### config.mk
export PLATFORM = sky130hd
export DESIGN_NAME = ristretto_pipe_ctrl
export DESIGN_NICKNAME = d
export VERILOG_FILES = /design/src/rtl/ristretto_pipe_ctrl.sv
export SDC_FILE = /design/constraint.sdc
export NUM_CORES = 1
export LEC_CHECK = 0
export CAP_MARGIN = 10
export CORE_MARGIN = 2
export CORE_UTILIZATION = 55
export DETAILED_ROUTE_END_ITERATION = 8
export HOLD_SLACK_MARGIN = 0.05
export PLACE_DENSITY = 0.87
export SYNTH_ARGS = -nofsm -noshare
export SYNTH_HDL_FRONTEND = slang
export SYNTH_SLANG_ARGS = --single-unit
### constraint.sdc
create_clock -name clk_i -period 8.2 [get_ports clk_i]
set_input_delay 1.64 -clock clk_i [delete_from_list [all_inputs] [get_ports clk_i]]
set_output_delay 1.64 -clock clk_i [all_outputs]
set_load 0.02 [all_outputs]
### src/rtl/ristretto_pipe_ctrl.sv
// Decode-stage pipeline control: forwarding select, hazard stall, issue and a per-register load scoreboard.
// Issue, stall and forward selects are combinational; the scoreboard, FSM, stall counter and error flag update at the clock edge.
module ristretto_pipe_ctrl #(
  parameter int MaxLoads = 2,
  parameter int CntWidth = 16
) (
  input  logic                clk_i,
  input  logic                rstn_i,
  input  logic                pc_dec_valid_i,
  input  logic [4:0]          pc_rs1_addr_i,
  input  logic [4:0]          pc_rs2_addr_i,
  input  logic                pc_rs1_used_i,
  input  logic                pc_rs2_used_i,
  input  logic [4:0]          pc_dec_rd_addr_i,
  input  logic                pc_dec_is_load_i,
  input  logic                pc_exe_ready_i,
  input  logic                pc_wb_valid_i,
  input  logic [4:0]          pc_wb_addr_i,
  input  logic                pc_lsu_done_i,
  input  logic [4:0]          pc_lsu_rd_addr_i,
  input  logic                pc_flush_i,
  output logic                pc_issue_o,
  output logic                pc_dec_stall_o,
  output logic                pc_forward_en_o,
  output logic [1:0]          pc_forward_src_o,
  output logic [31:0]         pc_pending_o,
  output logic [1:0]          pc_state_o,
  output logic [CntWidth-1:0] pc_stall_cnt_o,
  output logic                pc_err_o
);

  localparam logic [1:0] ST_RUN   = 2'b00;
  localparam logic [1:0] ST_HAZ   = 2'b01;
  localparam logic [1:0] ST_BUSY  = 2'b10;
  localparam logic [1:0] ST_FLUSH = 2'b11;

  localparam logic [2:0] MAX_CNT = 3'(MaxLoads);
  localparam logic [CntWidth-1:0] CNT_ONE = {{(CntWidth-1){1'b0}}, 1'b1};

  logic [31:0]         pending;
  logic [31:0]         pending_nxt;
  logic [2:0]          load_cnt;
  logic [1:0]          state;
  logic [1:0]          state_nxt;
  logic [CntWidth-1:0] stall_cnt;
  logic                err;

  logic       fwd_a;
  logic       fwd_b;
  logic       cnt_full;
  logic       hazard;
  logic       issue;
  logic       stall;
  logic       load_set;
  logic       done_hit;
  logic       err_set;

  // Forwarding is only meaningful for a live decode slot; x0 is never forwarded.
  assign fwd_a = pc_dec_valid_i && pc_wb_valid_i && (pc_wb_addr_i != 5'd0) &&
                 pc_rs1_used_i && (pc_wb_addr_i == pc_rs1_addr_i);
  assign fwd_b = pc_dec_valid_i && pc_wb_valid_i && (pc_wb_addr_i != 5'd0) &&
                 pc_rs2_used_i && (pc_wb_addr_i == pc_rs2_addr_i);

  assign cnt_full = (load_cnt == MAX_CNT);

  // A pending bit still blocks in its lsu_done cycle since the regfile is written at that edge.
  assign hazard = (pc_rs1_used_i && pending[pc_rs1_addr_i]) ||
                  (pc_rs2_used_i && pending[pc_rs2_addr_i]) ||
                  ((pc_dec_rd_addr_i != 5'd0) && pending[pc_dec_rd_addr_i]) ||
                  (pc_dec_is_load_i && cnt_full);

  assign issue = pc_dec_valid_i && !pc_flush_i && (state != ST_FLUSH) &&
                 !hazard && pc_exe_ready_i;
  assign stall = pc_dec_valid_i && !issue;

  assign load_set = issue && pc_dec_is_load_i && (pc_dec_rd_addr_i != 5'd0);
  assign done_hit = pc_lsu_done_i && pending[pc_lsu_rd_addr_i];
  assign err_set  = (pc_lsu_done_i && !pending[pc_lsu_rd_addr_i]) ||
                    (issue && pc_dec_is_load_i && cnt_full);

  // Clear first so that a simultaneous set on the same bit wins.
  always_comb begin
    pending_nxt = pending;
    if (pc_lsu_done_i) begin
      pending_nxt[pc_lsu_rd_addr_i] = 1'b0;
    end
    if (load_set) begin
      pending_nxt[pc_dec_rd_addr_i] = 1'b1;
    end
    pending_nxt[0] = 1'b0;
  end

  always_comb begin
    state_nxt = ST_RUN;
    if (pc_flush_i) begin
      state_nxt = ST_FLUSH;
    end else if (state == ST_FLUSH) begin
      state_nxt = ST_RUN;
    end else if (pc_dec_valid_i && hazard) begin
      state_nxt = ST_HAZ;
    end else if (pc_dec_valid_i && !pc_exe_ready_i) begin
      state_nxt = ST_BUSY;
    end
  end

  always_ff @(posedge clk_i or negedge rstn_i) begin
    if (!rstn_i) begin
      pending   <= '0;
      load_cnt  <= '0;
      state     <= ST_RUN;
      stall_cnt <= '0;
      err       <= 1'b0;
    end else begin
      pending <= pending_nxt;
      state   <= state_nxt;
      case ({load_set, done_hit})
        2'b10: if (load_cnt != 3'd7) load_cnt <= load_cnt + 3'd1;
        2'b01: if (load_cnt != 3'd0) load_cnt <= load_cnt - 3'd1;
        default: load_cnt <= load_cnt;
      endcase
      if (stall && (stall_cnt != '1)) begin
        stall_cnt <= stall_cnt + CNT_ONE;
      end
      if (err_set) begin
        err <= 1'b1;
      end
    end
  end

  assign pc_issue_o       = issue;
  assign pc_dec_stall_o   = stall;
  assign pc_forward_src_o = {fwd_b, fwd_a};
  assign pc_forward_en_o  = fwd_a || fwd_b;
  assign pc_pending_o     = pending;
  assign pc_state_o       = state;
  assign pc_stall_cnt_o   = stall_cnt;
  assign pc_err_o         = err;

endmodule
=== Word-level counts from Yosys, hierarchy flattened ===
Index checks and enable logic that the tools add are counted.
Widths: inputs -> output; s select.

* Add/subtract/negate cells: 3
* Order comparisons: 6
* Equality and inequality tests: 11
* Muxes and demuxes: 21
* Bitwise operators: 3
* Reduce and logical (&&, ||, !) cells: 40

{| class="wikitable"
|+ Operators by type and width
! cell !! number
|-
| $mux 32 || 2
|-
| $and 32x32->32 || 1
|-
| $not 32->32 || 1
|-
| $or 32x32->32 || 1
|-
| $logic_and 1x1->1 || 25
|-
| $lt 5x6->1 const B || 4
|-
| $bmux 1 s5 || 4
|-
| $add 16x1->16 const B || 1
|-
| $ne 16x16->1 const B || 1
|-
| $demux 1 s5 || 2
|-
| $eq 5x5->1 || 2
|-
| $ge 5x1->1 const B || 2
|-
| $reduce_bool 5->1 || 2
|-
| $mux 2 || 4
|-
| $mux 1 || 6
|-
| $mux 3 || 2
|-
| $ne 2x2->1 const B || 3
|-
| $pmux 3 s2 || 1
|-
| $logic_not 1->1 || 5
|-
| $logic_or 1x1->1 || 5
|-
| $eq 2x2->1 const B || 2
|-
| $add 3x1->3 const B || 1
|-
| $eq 3x2->1 const B || 1
|-
| $ne 3x3->1 const B || 1
|-
| other kinds (5) || 5
|}

* Register bits: 53
* Bits of input ports: 35
* Output and inout bits: 56
* Word-level logic and storage cells: 89

=== Longest topological paths before layout ===
* Word-level depth: 14
* Depth in mapped cells: 18

=== Least setup slack after synthesis ===
No wires, ideal clock.

* Path type: in2out
* Start: input port pc_rs1_addr_i[2]
* End: output port pc_dec_stall_o
* Data arrival time: 4.063 ns
* Data required time: 6.560 ns
* Path slack: 2.497 ns
* Stages: 8
* Buffers on the path: 2
* Cells stage by stage: clkbuf_1 > mux4_2 > mux2i_1 > mux2i_1 > o211a_1 > nor4_1 > buf_2 > nor2b_1

* Longest elaborated chain between the ends: 11

{| class="wikitable"
|+ RTL lines
! element !! RTL line !! RTL
|-
| start, declared || 10 || <nowiki>input logic [4:0] pc_rs1_addr_i,</nowiki>
|-
| $bmux 1 s5 || 67 || <nowiki>assign hazard = (pc_rs1_used_i && pending[pc_rs1_addr_i]) ||</nowiki>
|-
| $mux 1 (not written as such) || 67 ||
|-
| $logic_and 1x1->1 || 67 ||
|-
| $logic_or 1x1->1 || 67 ||
|-
| $logic_or 1x1->1 || 68 || <nowiki>(pc_rs2_used_i && pending[pc_rs2_addr_i]) ||</nowiki>
|-
| $logic_or 1x1->1 || 69 || <nowiki>((pc_dec_rd_addr_i != 5'd0) && pending[pc_dec_rd_addr_i]) ||</nowiki>
|-
| $logic_not 1->1 || 73 || <nowiki>!hazard && pc_exe_ready_i;</nowiki>
|-
| $logic_and 1x1->1 || 72 || <nowiki>assign issue = pc_dec_valid_i && !pc_flush_i && (state != ST_FLUSH) &&</nowiki>
|-
| $logic_and 1x1->1 || 73 ||
|-
| named net pc_issue_o || 22 || <nowiki>output logic pc_issue_o,</nowiki>
|-
| $logic_not 1->1 || 74 || <nowiki>assign stall = pc_dec_valid_i && !issue;</nowiki>
|-
| $logic_and 1x1->1 || 74 ||
|-
| end, declared || 23 || <nowiki>output logic pc_dec_stall_o,</nowiki>
|}

The timed path passes the listed nets, and every way through them passes these cells. The select of a mux whose other input is x is not followed.

=== Final worst setup path ===
* Start: input port pc_dec_rd_addr_i[0]
* End: output port pc_issue_o

* Longest elaborated chain between the ends: 8

{| class="wikitable"
|+ RTL lines
! element !! RTL line !! RTL
|-
| start, declared || 14 || <nowiki>input logic [4:0] pc_dec_rd_addr_i,</nowiki>
|-
| $bmux 1 s5 || 69 ||
|-
| $mux 1 (not written as such) || 69 ||
|-
| $logic_and 1x1->1 * || 69 ||
|-
| $logic_or 1x1->1 * || 68 ||
|-
| $logic_or 1x1->1 * || 69 ||
|-
| $logic_not 1->1 * || 73 ||
|-
| $logic_and 1x1->1 * || 72 ||
|-
| $logic_and 1x1->1 * || 73 ||
|-
| end, declared || 22 ||
|}

Mark *: on every way between the ends. The rest lies on a longest branch, timed or not. The select of a mux whose other input is x is not followed.

==> results.toml <==
[grt]
grt_pass1_wl_um = 17570
grt-ovfl-total = 0
grt_usage_pct = 29.90
antenna_found_initial = 0
grt_pass1_vias = 3500
grt_max_degree = 54

[sta]
finalHoldViolations = 0
setup_viol = 0
finClkSkew_ps = 8.071
slew_headroom_pct = 37.44
max_freq_mhz = 150.3
post-route-min-period_ps = 6654
tns_ps = 0
period_share_pct = 81.15
worst_slew_pin_slew_ps = 914.7
rsz0062_at_grt = "no"
whs_ps = 473.4
maxSlewViolCount = 0

[placement]
placed_cell_area_sq_um = 4683
io_buffer_count = 89
gp_congestion = 0.9856
dpl.hpwl_um = 8040

[cells_and_area]
antenna_cells = 0
design_area_sq_um = 4770
final_common_cell = "clkdlybuf4s50_1"
fin_nets = 484
drive_above_1_share_pct = 11.91
fin_util_pct = 70.59
multi_input_area_sq_um = 2318
final-seq-area_sq_um = 1326
final_cell_mix = "88 x clkdlybuf4s50_1, 53 x dfrtp_1, 42 x o21ai_0"
syn2layout_area_growth_pct = 24.86
fill_cells = 497

[synthesis]
synth_xor_area_share_pct = 6.420
synth_edf_count = 0
netlist_instances = 372
synthFlopType = "dfrtp_1"
muxShareOfSynthArea_pct = 19.91
yosys_warnings = 0
synth_nets = 412
synth_top_family_by_area = "multiplexers"
synth-simple-area-share_pct = 16.34
yosys.area_share.adder_pct = 1.638
synth_area_sq_um = 3820
syn_avg_cell_area_sq_um = 10.27
async_flop_share_pct = 100.0
ys_seq_area_share_pct = 34.72
synth_seq_cells = 53
synth-compound-area-share_pct = 16.12
synth_cell_types = 60

[routing]
avgRoutedWirePerCell_um = 21.54
drc = 0
postRouteAntennaNets = 0
drt_iter0_markers = 351
dr.pass1.iters = 5
routed_wl_um = 11310
vias = 3553
avgViaCountPerCell = 6.768

[cts]
cts_buffers = 5
cts_tree = "done"
post_cts_resized = 0
ctsHtreeMaxLevel = 2
clk_path_buf_depth = 2
cts_root_buf = "clkbuf_8"
cts_setup_buffers = 0
cts_hold_buf = 0
path_clk_slew_ps = 90
insertion_delay_ps = 310
clkSinkCount = 53

[pwr]
p_per_area_nw_per_um2 = 152.5
leakage_nw = 1.922
ir_drop_mv = 0.09386
power_mw = 0.7276

[floorplan]
start_util_pct = 56.54
num_rows = 30
die_x_um = 87.34
dieHeight_um = 87.34
io_pins = 91
coreArea_sq_um = 6756
die_area_sq_um = 7628

[worst_setup_path]
cp_data_required_time_ps = 6560
cp-end-kind = "output pin"
crit_path_cell_trace = "clkdlybuf4s50_1, mux4_2, a32oi_1, o41ai_1, a211o_1, nor4_2, buf_4, clkdlybuf4s50_1"
cp-startpoint = "pc_dec_rd_addr_i[0]"
arrival_ps = 5010
slowest_delay_ps = 880
crit_path_max_fanout = 16
start_kind = "input pin"
timing.rr.start = "pc_pending_o[23]$_DFF_PN0_"
path_class = "in -> out"
slowest_stage = "clkdlybuf4s50_1"
worst-path-buf-inv = 3
crit_family = "buffers and inverters"
cp_common_cell = "clkdlybuf4s50_1"

[worst_hold_path]
hold_start = "pc_err_o$_DFFE_PN0P_"
hold_path_class = "reg -> reg"

[status]
status = "finished, final reports clean"

[flow_run]
maxCapViolCount = 0
## cell families after synthesis
logic type	Yosys count
muxes	42
buffers and inverters	36
DFF	53
xor gates and xnor gates	28
AOI/OAI and AO/OA	94
adders and majority gates	5
and+or+nand+nor	113
other	1
## path summary, 6_finish.rpt
path	end	slack, ps	cells after the start
min in group asynchronous	pc_pending_o[8]$_DFF_PN0_	1430	2
worst min register to register	pc_err_o$_DFFE_PN0P_	470	1
worst max register to register	load_cnt[1]$_DFFE_PN0P_	3960	11
worst min-delay path	pc_err_o$_DFFE_PN0P_	470	1
max in group asynchronous	pc_stall_cnt_o[6]$_DFFE_PN0P_	6310	2
worst max-delay path	pc_issue_o	1550	8
## power breakdown
part           leakage, nW  total [mW]  switching, mW  internal [mW]
clock network       0.0456       0.152         0.0908         0.0611
logic                 1.16       0.237          0.121          0.115
registers            0.712       0.339         0.0472          0.292
total                 1.92       0.728          0.259          0.468
## per-layer routing
| layer | vias up | track usage (%) | share of wire [%] |
|---|---|---|---|
| met2 | 241 | 44.70 | 46 |
| li1 | 1560 | - | - |
| met4 | 0 | 13.29 | 3.3 |
| met3 | 39 | 7.583 | 11 |
| met1 | 1713 | 41.21 | 39 |
| met5 | - | 0 | 0 |
## final cells by class
class | instances | area share, %
clock buffer | 6 | 1.522
sequential | 53 | 27.81
timing repair buffer | 91 | 18.89
inverter | 10 | 0.7870
clock inverter | 2 | 0.2886
multi-input combinational | 283 | 48.61
tap | 80 | 2.099
## registers in the layout, summed over array words and instances, names as in the netlist
signal and cells:
load_cnt 3, pc_err_o 1, pc_pending_o 31, pc_stall_cnt_o 16, pc_state_o 2
## cells in the mapped netlist (all sizes together) (2+ instances only)
cell type / number / share of area (%)
o31a: 2 / 0.46
o31ai: 17 / 3.3
xor2: 23 / 5.3
a21oi: 4 / 0.52
mux4: 26 / 16
or2: 2 / 0.33
nand3b: 9 / 1.8
or3b: 4 / 0.92
and3: 2 / 0.33
dfrtp: 53 / 35
and3b: 2 / 0.46
inv: 10 / 0.98
o22ai: 3 / 0.49
nand4: 3 / 0.49
nor3: 8 / 1.0
nor2b: 7 / 1.1
nor4: 8 / 1.3
ha: 5 / 1.6
or3: 4 / 0.65
mux2i: 10 / 2.6
xnor2: 5 / 1.1
mux2: 6 / 1.8
nand3: 15 / 2.0
nand2: 22 / 2.2
nand2b: 5 / 0.82
clkbuf: 9 / 0.92
o21ai: 50 / 7.3
a21o: 2 / 0.39
buf: 17 / 2.8
a211oi: 2 / 0.39
nor2: 16 / 1.6
## stage by stage
step                worst slack, ps  cells
floorplan                      2497    372
global placement               1674    517
detailed placement             1580    517
CTS                            1590    525
global route                   1420    525
finish                         1546    525
Note: power is estimated with default switching activity, not from simulation.
